===== config.mk =====
export PLATFORM = sky130hd
export DESIGN_NAME = fcast_sched_flat
export DESIGN_NICKNAME = d
export VERILOG_FILES = /design/src/rtl/fcast_sched_if.sv /design/src/rtl/fcast_sched.sv /design/src/flat_wrapper.sv
export SDC_FILE = /design/constraint.sdc
export NUM_CORES = 1
export LEC_CHECK = 0
export CORE_MARGIN = 4
export CORE_UTILIZATION = 49
export CTS_CLUSTER_DIAMETER = 150
export DETAILED_ROUTE_END_ITERATION = 16
export PLACE_DENSITY = 0.88
export RECOVER_POWER = 50
export SETUP_SLACK_MARGIN = 0.1
export SLEW_MARGIN = 20
export SYNTH_ARGS = -nofsm -noshare
export SYNTH_HDL_FRONTEND = slang
export SYNTH_SLANG_ARGS = --single-unit

===== constraint.sdc =====
create_clock -name fpu_clk -period 8.55 [get_ports fpu_clk]
set_clock_uncertainty 0.2 [all_clocks]
set_input_delay 0.855 -clock fpu_clk [delete_from_list [all_inputs] [get_ports fpu_clk]]
set_output_delay 0.855 -clock fpu_clk [all_outputs]
set_load 0.03 [all_outputs]

===== src/rtl/fcast_sched_if.sv =====
// Bundles the requester issue ports, the result port and the fcast unit handshake of fcast_sched.
// slave is the scheduler's view; master is the view of the surrounding requesters, consumer and unit.
interface fcast_sched_if #(
    parameter int NREQ           = 4,
    parameter int OPERAND_WIDTH  = 32,
    parameter int EXPONENT_WIDTH = 8,
    parameter int FRACTION_WIDTH = 23
);
    localparam int ID_WIDTH = (NREQ > 1) ? $clog2(NREQ) : 1;

    logic [NREQ-1:0]               req_valid_i;
    logic [NREQ*OPERAND_WIDTH-1:0] req_op_i;
    logic [NREQ-1:0]               req_ready_o;

    logic                          res_valid_o;
    logic                          res_ready_i;
    logic [OPERAND_WIDTH-1:0]      res_data_o;
    logic [ID_WIDTH-1:0]           res_id_o;
    logic                          res_inexact_o;
    logic                          busy_o;

    logic                          fcast_en_o;
    logic [OPERAND_WIDTH-1:0]      fcast_op_o;
    logic                          fcast_sign_i;
    logic [EXPONENT_WIDTH-1:0]     fcast_exp_i;
    logic [FRACTION_WIDTH-1:0]     fcast_frac_i;
    logic [2:0]                    fcast_grs_bit_i;
    logic                          fcast_ready_i;

    modport slave (
        input  req_valid_i, req_op_i, res_ready_i,
        input  fcast_sign_i, fcast_exp_i, fcast_frac_i, fcast_grs_bit_i, fcast_ready_i,
        output req_ready_o, res_valid_o, res_data_o, res_id_o, res_inexact_o, busy_o,
        output fcast_en_o, fcast_op_o
    );

    modport master (
        output req_valid_i, req_op_i, res_ready_i,
        output fcast_sign_i, fcast_exp_i, fcast_frac_i, fcast_grs_bit_i, fcast_ready_i,
        input  req_ready_o, res_valid_o, res_data_o, res_id_o, res_inexact_o, busy_o,
        input  fcast_en_o, fcast_op_o
    );
endinterface


===== src/rtl/fcast_sched.sv =====
// Round-robin scheduler sharing one int32->fp32 fcast unit among NREQ requesters.
// Rounds the unit's truncated result to nearest-even; zero and the most negative int bypass the unit.
module fcast_sched #(
    parameter int NREQ           = 4,
    parameter int OPERAND_WIDTH  = 32,
    parameter int EXPONENT_WIDTH = 8,
    parameter int FRACTION_WIDTH = 23
) (
    input logic         fpu_clk,
    input logic         fpu_rst,
    fcast_sched_if.slave bus
);
    localparam int ID_WIDTH = (NREQ > 1) ? $clog2(NREQ) : 1;
    localparam int EF_WIDTH = EXPONENT_WIDTH + FRACTION_WIDTH;
    localparam int BIAS     = (1 << (EXPONENT_WIDTH - 1)) - 1;
    localparam int R_POS    = OPERAND_WIDTH - FRACTION_WIDTH - 2;

    localparam logic [OPERAND_WIDTH-1:0]  MIN_INT    = {1'b1, {(OPERAND_WIDTH-1){1'b0}}};
    localparam logic [OPERAND_WIDTH-1:0]  MIN_INT_FP =
        {1'b1, EXPONENT_WIDTH'(BIAS + OPERAND_WIDTH - 1), {FRACTION_WIDTH{1'b0}}};
    localparam logic [EXPONENT_WIDTH-1:0] SHIFT_BASE = EXPONENT_WIDTH'(BIAS + OPERAND_WIDTH);

    typedef enum logic [1:0] {
        IDLE,
        EXEC,
        RND,
        RESP
    } state_t;

    state_t                    state_q, state_d;
    logic [ID_WIDTH-1:0]       ptr_q;
    logic [OPERAND_WIDTH-1:0]  op_q;
    logic [ID_WIDTH-1:0]       id_q;
    logic                      sign_q;
    logic [EXPONENT_WIDTH-1:0] exp_q;
    logic [FRACTION_WIDTH-1:0] frac_q;
    logic [1:0]                grs_q;
    logic [OPERAND_WIDTH-1:0]  res_q;
    logic                      inexact_q;

    logic                      grant_found;
    logic [ID_WIDTH-1:0]       grant_id;
    logic [ID_WIDTH:0]         cand;
    logic [ID_WIDTH-1:0]       next_ptr;
    logic [OPERAND_WIDTH-1:0]  sel_op;
    logic [NREQ-1:0]           req_ready;
    logic                      fcast_en;
    logic                      res_valid;

    logic [OPERAND_WIDTH-1:0]  mag;
    logic [EXPONENT_WIDTH-1:0] shamt;
    logic [R_POS-1:0]          sticky_bits;
    logic                      sticky;
    logic                      inc;
    logic [EF_WIDTH-1:0]       rounded;

    // Search starts at the pointer and wraps, so the last winner has lowest priority next time.
    always_comb begin
        grant_found = 1'b0;
        grant_id    = '0;
        cand        = '0;
        for (int i = 0; i < NREQ; i++) begin
            cand = {1'b0, ptr_q} + (ID_WIDTH+1)'(i);
            if (cand >= (ID_WIDTH+1)'(NREQ)) begin
                cand = cand - (ID_WIDTH+1)'(NREQ);
            end
            if (!grant_found && bus.req_valid_i[cand[ID_WIDTH-1:0]]) begin
                grant_found = 1'b1;
                grant_id    = cand[ID_WIDTH-1:0];
            end
        end
    end

    always_comb begin
        sel_op = '0;
        for (int i = 0; i < NREQ; i++) begin
            if (grant_id == ID_WIDTH'(i)) begin
                sel_op = bus.req_op_i[i*OPERAND_WIDTH +: OPERAND_WIDTH];
            end
        end
    end

    assign next_ptr = (grant_id == ID_WIDTH'(NREQ - 1)) ? '0 : grant_id + ID_WIDTH'(1);

    always_ff @(posedge fpu_clk or posedge fpu_rst) begin
        if (fpu_rst) begin
            state_q <= IDLE;
        end else begin
            state_q <= state_d;
        end
    end

    always_comb begin
        state_d   = state_q;
        req_ready = '0;
        fcast_en  = 1'b0;
        res_valid = 1'b0;
        case (state_q)
            IDLE: begin
                if (grant_found) begin
                    req_ready[grant_id] = 1'b1;
                    state_d = ((sel_op == '0) || (sel_op == MIN_INT)) ? RESP : EXEC;
                end
            end
            EXEC: begin
                fcast_en = 1'b1;
                if (bus.fcast_ready_i) begin
                    state_d = RND;
                end
            end
            RND: begin
                state_d = RESP;
            end
            RESP: begin
                res_valid = 1'b1;
                if (bus.res_ready_i) begin
                    state_d = IDLE;
                end
            end
            default: state_d = IDLE;
        endcase
    end

    // Sticky covers the magnitude bits the unit drops below its round bit.
    assign mag         = op_q[OPERAND_WIDTH-1] ? (~op_q + OPERAND_WIDTH'(1)) : op_q;
    assign shamt       = SHIFT_BASE - exp_q;
    assign sticky_bits = R_POS'(mag << shamt);
    assign sticky      = |sticky_bits;
    assign inc         = grs_q[1] & (grs_q[0] | sticky | frac_q[0]);
    assign rounded     = {exp_q, frac_q} + EF_WIDTH'(inc);

    always_ff @(posedge fpu_clk or posedge fpu_rst) begin
        if (fpu_rst) begin
            ptr_q     <= '0;
            op_q      <= '0;
            id_q      <= '0;
            sign_q    <= 1'b0;
            exp_q     <= '0;
            frac_q    <= '0;
            grs_q     <= '0;
            res_q     <= '0;
            inexact_q <= 1'b0;
        end else begin
            case (state_q)
                IDLE: begin
                    if (grant_found) begin
                        op_q  <= sel_op;
                        id_q  <= grant_id;
                        ptr_q <= next_ptr;
                        if (sel_op == '0) begin
                            res_q     <= '0;
                            inexact_q <= 1'b0;
                        end else if (sel_op == MIN_INT) begin
                            res_q     <= MIN_INT_FP;
                            inexact_q <= 1'b0;
                        end
                    end
                end
                EXEC: begin
                    if (bus.fcast_ready_i) begin
                        sign_q <= bus.fcast_sign_i;
                        exp_q  <= bus.fcast_exp_i;
                        frac_q <= bus.fcast_frac_i;
                        grs_q  <= bus.fcast_grs_bit_i[1:0];
                    end
                end
                RND: begin
                    res_q     <= {sign_q, rounded};
                    inexact_q <= grs_q[1] | grs_q[0] | sticky;
                end
                default: ;
            endcase
        end
    end

    // Accept pulses are suppressed while reset is held so every output reads zero.
    assign bus.req_ready_o   = fpu_rst ? '0 : req_ready;
    assign bus.res_valid_o   = res_valid;
    assign bus.res_data_o    = res_q;
    assign bus.res_id_o      = id_q;
    assign bus.res_inexact_o = inexact_q;
    assign bus.busy_o        = (state_q != IDLE);
    assign bus.fcast_en_o    = fcast_en;
    assign bus.fcast_op_o    = op_q;
endmodule


===== src/flat_wrapper.sv =====
// flat-port wrapper written by rule: the top's interface ports become plain ports
module fcast_sched_flat 
#(
    parameter int NREQ           = 4,
    parameter int OPERAND_WIDTH  = 32,
    parameter int EXPONENT_WIDTH = 8,
    parameter int FRACTION_WIDTH = 23
)
  (fpu_clk, fpu_rst, bus_req_valid_i, bus_req_op_i, bus_res_ready_i, bus_fcast_sign_i, bus_fcast_exp_i, bus_fcast_frac_i, bus_fcast_grs_bit_i, bus_fcast_ready_i, bus_req_ready_o, bus_res_valid_o, bus_res_data_o, bus_res_id_o, bus_res_inexact_o, bus_busy_o, bus_fcast_en_o, bus_fcast_op_o);
  fcast_sched_if #(.NREQ(NREQ), .OPERAND_WIDTH(OPERAND_WIDTH), .EXPONENT_WIDTH(EXPONENT_WIDTH), .FRACTION_WIDTH(FRACTION_WIDTH)) bus_i ();
  input logic fpu_clk;
  input logic fpu_rst;
  input wire logic [$bits(bus_i.req_valid_i)-1:0] bus_req_valid_i;
  input wire logic [$bits(bus_i.req_op_i)-1:0] bus_req_op_i;
  input wire logic [$bits(bus_i.res_ready_i)-1:0] bus_res_ready_i;
  input wire logic [$bits(bus_i.fcast_sign_i)-1:0] bus_fcast_sign_i;
  input wire logic [$bits(bus_i.fcast_exp_i)-1:0] bus_fcast_exp_i;
  input wire logic [$bits(bus_i.fcast_frac_i)-1:0] bus_fcast_frac_i;
  input wire logic [$bits(bus_i.fcast_grs_bit_i)-1:0] bus_fcast_grs_bit_i;
  input wire logic [$bits(bus_i.fcast_ready_i)-1:0] bus_fcast_ready_i;
  output wire logic [$bits(bus_i.req_ready_o)-1:0] bus_req_ready_o;
  output wire logic [$bits(bus_i.res_valid_o)-1:0] bus_res_valid_o;
  output wire logic [$bits(bus_i.res_data_o)-1:0] bus_res_data_o;
  output wire logic [$bits(bus_i.res_id_o)-1:0] bus_res_id_o;
  output wire logic [$bits(bus_i.res_inexact_o)-1:0] bus_res_inexact_o;
  output wire logic [$bits(bus_i.busy_o)-1:0] bus_busy_o;
  output wire logic [$bits(bus_i.fcast_en_o)-1:0] bus_fcast_en_o;
  output wire logic [$bits(bus_i.fcast_op_o)-1:0] bus_fcast_op_o;
  assign bus_i.req_valid_i = bus_req_valid_i;
  assign bus_i.req_op_i = bus_req_op_i;
  assign bus_i.res_ready_i = bus_res_ready_i;
  assign bus_i.fcast_sign_i = bus_fcast_sign_i;
  assign bus_i.fcast_exp_i = bus_fcast_exp_i;
  assign bus_i.fcast_frac_i = bus_fcast_frac_i;
  assign bus_i.fcast_grs_bit_i = bus_fcast_grs_bit_i;
  assign bus_i.fcast_ready_i = bus_fcast_ready_i;
  assign bus_req_ready_o = bus_i.req_ready_o;
  assign bus_res_valid_o = bus_i.res_valid_o;
  assign bus_res_data_o = bus_i.res_data_o;
  assign bus_res_id_o = bus_i.res_id_o;
  assign bus_res_inexact_o = bus_i.res_inexact_o;
  assign bus_busy_o = bus_i.busy_o;
  assign bus_fcast_en_o = bus_i.fcast_en_o;
  assign bus_fcast_op_o = bus_i.fcast_op_o;
  fcast_sched #(.NREQ(NREQ), .OPERAND_WIDTH(OPERAND_WIDTH), .EXPONENT_WIDTH(EXPONENT_WIDTH), .FRACTION_WIDTH(FRACTION_WIDTH)) u_core (.fpu_clk(fpu_clk), .fpu_rst(fpu_rst), .bus(bus_i));
endmodule

---- Word-level counts from Yosys, hierarchy flattened ----
Index checks and enable logic that the tools add are counted.
operators by class
  shifts and indexed selects .............. 1
  add/subtract/negate cells ............... 11
  bitwise gates (word level) .............. 6
  muxes and demuxes ....................... 46
  reductions and logical operators ........ 18
  $lt $le $gt $ge ......................... 10
  eq/ne operators ......................... 11
operators with widths
  kind                     number
  $mux W32                 8
  $pmux W32 S2             1
  $add A32 B1 Y32 const B  1
  $eq A32 B32 Y1 const B   1
  $logic_not A32 Y1        1
  $not A32 Y32             1
  $shl A32 B8 Y7           1
  $add A31 B1 Y31          1
  $mux W2                  13
  $lt A2 B3 Y1 const B     5
  $mux W1                  14
  $mux W4                  3
  $ge A3 B3 Y1 const B     3
  $bmux W1 S2              4
  $eq A2 B2 Y1 const B     4
  $pmux W2 S4              1
  $sub A2 B1 Y2 const B    4
  $sub A8 B8 Y8 const A    1
  $reduce_or A7 Y1         1
  $add A2 B2 Y3 const B    2
  $reduce_and A3 Y1        2
  $eq A2 B1 Y1 const B     2
  $logic_and A1 B1 Y1      4
  $logic_not A2 Y1         2
  other kinds (15)         23
storage, ports and cells
  word-level logic and storage cells ...... 113
  output and inout port bits .............. 74
  bits of input ports ..................... 171
  bits in registers ....................... 105

---- Longest topological paths before layout ----
Gate-level depths: netlist of the first run.
  word-level depth ........................ 24
  gate-level depth with buffers ........... 20

---- Worst setup path before layout of the first run ----
OpenSTA, ideal clock, no wires.
  path kind ............................... input port to flip-flop
  start ................................... input port bus_req_valid_i[3]
  end ..................................... register u_core.res_q[6] (netlist: u_core.bus.res_data_o[6])
  stages .................................. 15
  arrival time ............................ 3950 ps
  path buffers ............................ 3
  path slack .............................. 4277 ps
  cells stage by stage .................... nor4_1 -> or2_2 -> inv_1 -> ha_1 -> buf_4 -> inv_2 -> mux2_1 -> a2111oi_0 -> nand3_1 -> or3_1 -> o31a_1 -> buf_2 -> buf_6 -> nand2_1 -> o21ai_1
between the ends
  cells in the longest elaborated chain, start to end .. 21
ends and longest elaborated chain
  element                        RTL line            source
  start: declaration             flat_wrapper.sv:13  input wire logic [$bits(bus_i.req_valid_i)-1:0] bus_req_valid_i;
  $bmux W1 S2                    fcast_sched.sv:67   if (!grant_found && bus.req_valid_i[cand[ID_WIDTH-1:0]]) begin
  $mux W1 (not written as such)  fcast_sched.sv:67
  $mux W1                        fcast_sched.sv:67
  $logic_not A1 Y1               fcast_sched.sv:67
  $logic_and A1 B1 Y1            fcast_sched.sv:67
  $mux W1                        fcast_sched.sv:67
  $logic_not A1 Y1               fcast_sched.sv:67
  $logic_and A1 B1 Y1            fcast_sched.sv:67
  (+4 left out)                  n/a
  net u_core.grant_id[0]         fcast_sched.sv:42   logic [ID_WIDTH-1:0] grant_id;
  $logic_not A2 Y1               fcast_sched.sv:77   if (grant_id == ID_WIDTH'(i)) begin
  $mux W32 (3 in a row)          fcast_sched.sv:77
  $mux W32 (*)                   fcast_sched.sv:77
  $logic_not A32 Y1              fcast_sched.sv:150  if (sel_op == '0) begin
  $mux W32                       fcast_sched.sv:150
  $mux W32                       fcast_sched.sv:146  if (grant_found) begin
  $pmux W32 S2                   fcast_sched.sv:144  case (state_q)
  end signal: assignment         fcast_sched.sv:168  res_q <= {sign_q, rounded};
  end: declaration               fcast_sched.sv:38   logic [OPERAND_WIDTH-1:0] res_q;
Mark *: on every way through the listed nets, which the timed path passes. The rest lies on a longest branch. The select of a mux whose other input is x is not followed.
A chain may end at the register's enable or synchronous reset.

---- Final worst setup path of the first run ----
  start ................................... input port bus_req_valid_i[3]
  end ..................................... register u_core.res_q[0] (netlist: u_core.bus.res_data_o[0])
Same word-level chain as after synthesis.

==> results of run 1 <==
## metrics by stage
| step | cells | power [W] |
|---|---|---|
| 3_3_place_gp | 1135 | 0.00287 |
| 4_1_cts | 1150 | 0.00336 |
| 3_5_place_dp | 1135 | 0.00292 |
| 6_report | 1151 | 0.00332 |
| 5_1_grt | 1151 | 0.00353 |
| 2_1_floorplan | 761 | 0.00224 |
## cell usage in the layout (no fill, tap or decap), types with 4 or more instances in the layout
master / synthesis / layout
nand4_1: 13 / 13
a222oi_1: 9 / 9
nand2_1: 156 / 156
ha_1: 12 / 11
dlygate4sd3_1: 0 / 68
nand3_1: 22 / 22
inv_1: 46 / 45
xor2_1: 12 / 12
o22a_1: 10 / 10
clkdlybuf4s50_1: 0 / 175
o211a_1: 4 / 4
dfrtp_1: 105 / 105
nor3_1: 7 / 7
clkbuf_16: 0 / 9
and2_1: 5 / 5
a22oi_1: 4 / 4
o221ai_1: 12 / 12
nand3b_1: 14 / 14
a211oi_1: 5 / 5
mux2_2: 37 / 36
a2bb2oi_1: 5 / 5
nand2b_1: 15 / 14
xnor2_1: 20 / 20
nor2_1: 19 / 19
nor4_1: 7 / 7
o22ai_1: 6 / 6
a221oi_1: 5 / 5
o21ai_1: 15 / 15
or3_1: 5 / 5
buf_4: 2 / 6
o31ai_1: 4 / 4
o21ai_0: 57 / 57
a21oi_1: 19 / 19
o211ai_1: 15 / 15
## layer usage
metal / global-route usage / part of all wire / vias up
li1: - / - / 3143
met1: 0.340 / 0.39 / 3114
met2: 0.495 / 0.50 / 329
met3: 0.0708 / 0.082 / 54
met4: 0.107 / 0.032 / 0
met5: 0 / 0 / -
## tightest hold or removal path: cells and delay by family, from the launching register on
kind / cells / cell delay, ps
DFF: 1 / 340
and+or+nand+nor: 1 / 40
AOI/OAI and AO/OA: 1 / 60
## worst min-delay path by stage
stage | from | to | slack, ps | depth (start not counted)
after global placement | u_core.bus.res_inexact_o | u_core.bus.res_inexact_o | 260 | 2
final | u_core.bus.res_inexact_o | u_core.bus.res_inexact_o | 280 | 2
after global routing | u_core.bus.res_data_o[5] | u_core.bus.res_data_o[5] | 300 | 2
after CTS | u_core.bus.fcast_op_o[27] | u_core.bus.fcast_op_o[27] | 290 | 2
after floorplan | u_core.sign_q | u_core.sign_q | 270 | 1
after detailed placement | u_core.bus.fcast_op_o[27] | u_core.bus.fcast_op_o[27] | 270 | 2
## final cells by class
cell class	count	share of cell area
antenna	1	0.000268
clock buffer	10	0.0245
clock inverter	5	0.00697
inverter	47	0.0190
multi-input combinational	560	0.379
sequential	105	0.281
tap	172	0.0230
timing repair buffer	251	0.266
## cell families (layout without fill, tap and decap cells)
kind of cell / after synthesis / count (layout)
adder cells (fa/ha/maj): 12 / 12
XOR/XNOR: 32 / 32
multiplexers: 39 / 39
buffers and inverters: 96 / 313
other: 0 / 1
AND/OR/NAND/NOR: 284 / 284
AO/OA/AOI/OAI: 193 / 193
flip-flops: 105 / 105
## power groups by stage
stage                     logic, W  clock network [W]  registers (W)
after floorplan            0.00108                  0        0.00116
after global placement     0.00192                  0       0.000952
after detailed placement   0.00196                  0       0.000964
after CTS                  0.00197           0.000427       0.000961
after global routing       0.00209           0.000446       0.000992
final                      0.00193           0.000426       0.000958
## registers in the layout (all words and copies together) (netlist names)
register                  cells
u_core.bus.res_data_o        32
u_core.frac_q                23
u_core.sign_q                 1
u_core.bus.res_inexact_o      1
u_core.state_q                2
u_core.bus.fcast_op_o        32
u_core.exp_q                  8
u_core.ptr_q                  2
u_core.grs_q                  2
u_core.bus.res_id_o           2
==> flow_metrics.py, run 1 <==
metrics = {
    "global_route": {
        "grt_overflow": 0,
        "grt_usage": 0.285,
        "antenna_found_initial": 1,
        "grt_pass1_vias": 6474,
        "grt_max_degree": 66,
        "grt_pass1_wl_um": 33400,
    },
    "run_status": {
        "violations": "capacitance limit, slew limit",
        "status": "finished, violations left",
    },
    "synthesis": {
        "synth_top_cell_by_area": "dfrtp_1",
        "synth_warnings": 0,
        "synthMuxAreaShare": 0.0669,
        "synth_compound_area_frac": 0.201,
        "synthAdderAreaFrac": 0.0229,
        "yosys_register_bits": 105,
        "synth_top_area_frac": 0.401,
        "synth_top_family_by_area": "simple AND/OR/NAND/NOR gates",
        "ys_seq_area_frac": 0.401,
        "synth_area_per_cell_sq_um": 8.61,
        "synth-edff-count": 0,
        "async_reset_ff_frac": 1.00,
        "synth_ff_type": "dfrtp_1",
        "synth_cells": 761,
        "synth_cell_types": 65,
        "synth_area_sq_mm": 0.00655,
        "synth_xor_area_frac": 0.0428,
        "synth.most_common_cell": "nand2_1",
        "ys_top_cells_by_count": "nand2_1, dfrtp_1, o21ai_0, inv_1, mux2_2",
        "netlist_top_cells_area": "dfrtp_1, nand2_1, mux2_2",
        "syn-num-nets": 944,
        "synth_simple_gate_area_frac": 0.206,
    },
    "clocking": {
        "cts-resized-gates": 0,
        "clkLatencyLatePin_ps": 360,
        "post_cts_buffers": 0,
        "h-tree-depth": 3,
        "cts_buffers": 9,
        "cts_buffer_depth": 2,
        "hold_buffers": 0,
        "clock-root-buffer": "clkbuf_16",
        "cts_tree": "done",
        "cts_sinks": 105,
        "path_clk_slew_ps": 70,
    },
    "setup_path": {
        "timing.rr.end": "u_core.bus.res_data_o[0]",
        "cp-start-kind": "primary input",
        "max_stage_delay_ps": 810,
        "worstPathRequired_ps": 8540,
        "rr_startpoint": "u_core.ptr_q[0]",
        "critPathSlowestCell": "nor4_1",
        "critPathLaunch": "bus_req_valid_i[3]",
        "crit_type": "in2reg",
        "path_depth": 14,
        "crit_path_end": "u_core.bus.res_data_o[0]",
        "path_buf_inv": 3,
        "path_max_fanout": 59,
        "cp_data_arrival_time_ps": 6450,
        "r2r_cells": 15,
        "cp_top_family": "simple AND/OR/NAND/NOR gates",
        "worstSetupEndpointType": "flip-flop",
        "ff2ff_setup_slack_ps": 3210,
        "path_cells": "dlygate4sd3_1, nor4_1, or2_2, inv_1, ha_1, buf_4, nor2b_1, a222oi_1, a2111oi_0, nand3_1, or3_1, o31a_2, a31oi_1, a22oi_1",
    },
    "power_and_ir_drop": {
        "p_sw_w": 0.00157,
        "powerDensity_mw_per_mm2": 355,
        "switching_share": 0.475,
        "pwr-share-clk": 0.128,
        "irDropWorstVdd_mv": 0.206,
        "seq_power_share": 0.289,
        "intPower_w": 0.00174,
        "p_comb_frac": 0.583,
        "leakagePower_nw": 3.93,
    },
    "drt": {
        "first_pass_iters": 6,
        "drt_iter0_drc": 671,
        "drcViolationCount": 0,
        "via_count": 6640,
        "via_per_inst": 5.77,
        "antenna_left": 0,
        "wl_um": 21900,
        "wire_per_inst_um": 19.0,
    },
    "final_layout": {
        "seq_area_sq_mm": 0.00263,
        "post-route-util": 0.725,
        "multi_input_area_sq_mm": 0.00354,
        "area.growth.synth_to_final_pct": 42.6,
        "final_cell_area_sq_mm": 0.00934,
        "num-fill-cells": 948,
        "nets": 1157,
        "drive_above_1_share": 0.0706,
    },
    "timing": {
        "post-route-period-util": 0.755,
        "holdWs_ps": 275,
        "setup_viol": 0,
        "final.setup.tns_ps": 0,
        "final_hold_viol_count": 0,
        "tightest_slew_ps": 3410,
        "rsz0062_at_grt": "false",
        "fmax_mhz": 155,
        "maxSlewHeadroom": -1.27,
        "min_period_ps": 6450,
        "slew_violations": 143,
        "fin_ws_ps": 2100,
    },
    "placed_design": {
        "gp_congestion": 0.942,
        "place_ws_ps": 2030,
        "dpl_cell_area_sq_mm": 0.00905,
        "hpwl_um": 16500,
        "port_buffers": 243,
    },
    "floorplanning": {
        "ios": 245,
        "die_area_sq_mm": 0.0153,
        "num_rows": 41,
        "start_util": 0.509,
        "core_sq_mm": 0.0129,
        "fp.dieH_um": 124,
        "fp.dieW_um": 124,
    },
    "hold_path": {
        "worstHoldPathType": "reg2reg",
    },
    "run": {
        "drv_cap": 3,
    },
}
(Power assumes the default switching activity.)
==> run 2, diff against run 1 <==
--- a/config.mk
+++ b/config.mk
@@ -6,10 +6,10 @@
 export NUM_CORES = 1
 export LEC_CHECK = 0
 export CORE_MARGIN = 4
-export CORE_UTILIZATION = 49
+export CORE_UTILIZATION = 41
 export CTS_CLUSTER_DIAMETER = 150
 export DETAILED_ROUTE_END_ITERATION = 16
-export PLACE_DENSITY = 0.88
+export PLACE_DENSITY = 0.79
 export RECOVER_POWER = 50
 export SETUP_SLACK_MARGIN = 0.1
 export SLEW_MARGIN = 20
==> constraint.sdc (replaced) <==
create_clock -name fpu_clk -period 5.28 [get_ports fpu_clk]
set_clock_uncertainty 0.2 [all_clocks]
set_input_delay 0.528 -clock fpu_clk [delete_from_list [all_inputs] [get_ports fpu_clk]]
set_output_delay 0.528 -clock fpu_clk [all_outputs]
set_load 0.03 [all_outputs]
==> run 2 against run 1 <==
  * Sequential cell count unchanged
  * Core utilization decreased by 11 points
  * The run still ends with capacitance limit, slew limit left
  * First-iteration DRC count decreased by 41%
  * Count of clock-buffer cells in the layout decreased by 1
  * Power increased by 64%
  * Setup slack got worse by 1500 ps
  * Sequential share of layout area decreased by 0.57 points
  * Cell area increased by 2.1%
  * Non-clock buffer count increased by 15
  * Largest cell class unchanged
  * Cell count increased by 4.9%
==> flow_metrics.py, run 2 (synthesis gave the netlist of run 1 again) <==
metrics = {
    "setup_path": {
        "path_max_fanout": 35,
        "path_cells": "clkdlybuf4s50_1, o22ai_1, o21ai_0, o31ai_1, or2_2, inv_1, ha_2, nand3b_1, a221oi_1, a2111oi_1, buf_4, nand4_1, or3_1, o31a_2, buf_12, o21ai_0",
        "critPathLaunch": "bus_req_valid_i[1]",
        "crit_type": "in2reg",
        "cp-start-kind": "primary input",
        "crit_path_end": "u_core.bus.res_data_o[17]",
        "r2r_cells": 15,
        "cp_top_family": "compound AO/OA/AOI/OAI gates",
        "rr_startpoint": "u_core.ptr_q[0]",
        "worstPathRequired_ps": 5340,
        "ff2ff_setup_slack_ps": 880,
        "path_buf_inv": 4,
        "path_depth": 16,
        "worstSetupEndpointType": "flip-flop",
        "crit_top_cell": "o21ai_0",
        "timing.rr.end": "u_core.bus.res_data_o[17]",
        "max_stage_delay_ps": 540,
        "critPathSlowestCell": "clkdlybuf4s50_1",
        "cp_data_arrival_time_ps": 4790,
    },
    "power_and_ir_drop": {
        "irDropWorstVdd_mv": 0.264,
        "pwr-share-clk": 0.124,
        "seq_power_share": 0.284,
        "p_sw_w": 0.00254,
        "p_comb_frac": 0.592,
        "leakagePower_nw": 3.96,
        "switching_share": 0.465,
        "intPower_w": 0.00292,
        "powerDensity_mw_per_mm2": 572,
        "total_power_w": 0.00545,
    },
    "timing": {
        "final.setup.tns_ps": 0,
        "post-route-period-util": 0.896,
        "maxSlewHeadroom": -1.21,
        "rsz0062_at_grt": "false",
        "final_hold_viol_count": 0,
        "setup_viol": 0,
        "fmax_mhz": 211,
        "slew_violations": 112,
        "min_period_ps": 4730,
        "tightest_slew_ps": 3300,
    },
    "floorplanning": {
        "fp.dieW_um": 134,
        "core_sq_mm": 0.0154,
        "fp.dieH_um": 134,
        "die_area_sq_mm": 0.0181,
        "start_util": 0.424,
        "ios": 245,
        "num_rows": 45,
    },
    "final_layout": {
        "post-route-util": 0.618,
        "drive_above_1_share": 0.0875,
        "num-fill-cells": 1371,
        "mostFrequentLayoutCells": "clkdlybuf4s50_1, nand2_1, dfrtp_1",
        "area.growth.synth_to_final_pct": 45.5,
        "nets": 1172,
        "mostFrequentLayoutCell": "clkdlybuf4s50_1",
    },
    "drt": {
        "wire_per_inst_um": 17.8,
        "via_count": 6531,
        "first_pass_iters": 5,
        "antenna_left": 0,
        "wl_um": 21500,
        "drcViolationCount": 0,
        "drt_iter0_drc": 395,
        "via_per_inst": 5.41,
    },
    "global_route": {
        "grt_overflow": 0,
        "grt_usage": 0.238,
        "grt_pass1_vias": 6444,
        "antenna_found_initial": 2,
        "grt_max_degree": 77,
        "grt_pass1_wl_um": 33800,
    },
    "clocking": {
        "cts_buffer_depth": 2,
        "cts_sinks": 105,
        "path_clk_slew_ps": 80,
        "hold_buffers": 0,
        "cts_tree": "done",
        "cts_buffers": 9,
        "clock-root-buffer": "clkbuf_16",
        "clkLatencyLatePin_ps": 360,
        "h-tree-depth": 3,
    },
    "run_status": {
        "status": "finished, violations left",
        "violations": "capacitance limit, slew limit",
    },
    "placed_design": {
        "hpwl_um": 17100,
        "gp_congestion": 0.898,
        "port_buffers": 243,
    },
    "run": {
        "drv_cap": 2,
    },
    "hold_path": {
        "worstHoldPathType": "reg2reg",
    },
}
-- run 2: worst reg2reg max path: cells and delay by family, from the launching register on --
kind,cells,cell delay (ps)
AOI/OAI and AO/OA,7,1730
adders and majority gates,1,430
buffers and inverters,3,490
DFF,1,390
and+or+nand+nor,4,1070
-- run 2: worst min path at each step --
stage | slack (ps) | from | cells past startpoint | to
floorplan | 270 | u_core.sign_q | 1 | u_core.sign_q
global placement | 260 | u_core.bus.res_data_o[22] | 2 | u_core.bus.res_data_o[22]
detailed placement | 270 | u_core.bus.fcast_op_o[21] | 2 | u_core.bus.fcast_op_o[21]
CTS | 290 | u_core.bus.res_data_o[22] | 2 | u_core.bus.res_data_o[22]
global route | 300 | u_core.bus.fcast_op_o[18] | 1 | u_core.bus.fcast_op_o[18]
finish | 280 | u_core.bus.res_data_o[13] | 2 | u_core.bus.res_data_o[13]
-- run 2: power groups by stage --
stage | combinational [W] | sequential (W) | clock [W]
CTS | 0.00329 | 0.00155 | 0.000694
global placement | 0.00323 | 0.00155 | 0
global route | 0.00354 | 0.00161 | 0.000722
finish | 0.00323 | 0.00155 | 0.000677
detailed placement | 0.00327 | 0.00156 | 0
floorplan | 0.00175 | 0.00188 | 0
-- run 2: layer usage --
layer,share of wire,global-route usage
met4,0.045,0.120
met2,0.48,0.401
met3,0.085,0.0578
met5,0,0
met1,0.39,0.282
-- run 2: final cells by class --
cell class              count  area, sq um  area share
diodes                      2         5.00    0.000525
clock buffers               9          225      0.0236
clock inverters             7         71.3     0.00748
inverters                  47          178      0.0186
multi-input cells         560         3540       0.371
flip-flops and latches    105         2630       0.276
well taps                 211          264      0.0277
repair buffers            266         2620       0.275
-- run 2: timing repair --
action | CTS | global route
endpoints found under the setup margin | 0 | 10
hold endpoints to repair | 0 | 0
gates resized for setup | 0 | 1
buffers inserted | 0 | 0
-- run 2: stage by stage --
step / instances / setup slack [ps] / hold slack [ps] / instance area, sq um
floorplan: 761 / 1330 / 270 / 6550
global placement: 1189 / 285 / 262 / 9240
detailed placement: 1189 / 182 / 269 / 9240
CTS: 1205 / 501 / 287 / 9530
global route: 1207 / 154 / 297 / 9530
finish: 1207 / 550 / 278 / 9530
==> run 3, diff against run 2 <==
--- a/config.mk
+++ b/config.mk
@@ -5,6 +5,7 @@
 export SDC_FILE = /design/constraint.sdc
 export NUM_CORES = 1
 export LEC_CHECK = 0
+export ABC_CLOCK_PERIOD_IN_PS = 5280
 export CORE_MARGIN = 4
 export CORE_UTILIZATION = 41
 export CTS_CLUSTER_DIAMETER = 150
==> results of run 3 <==
Same layout as run 2: the final DEF is identical, and so are final timing and power.
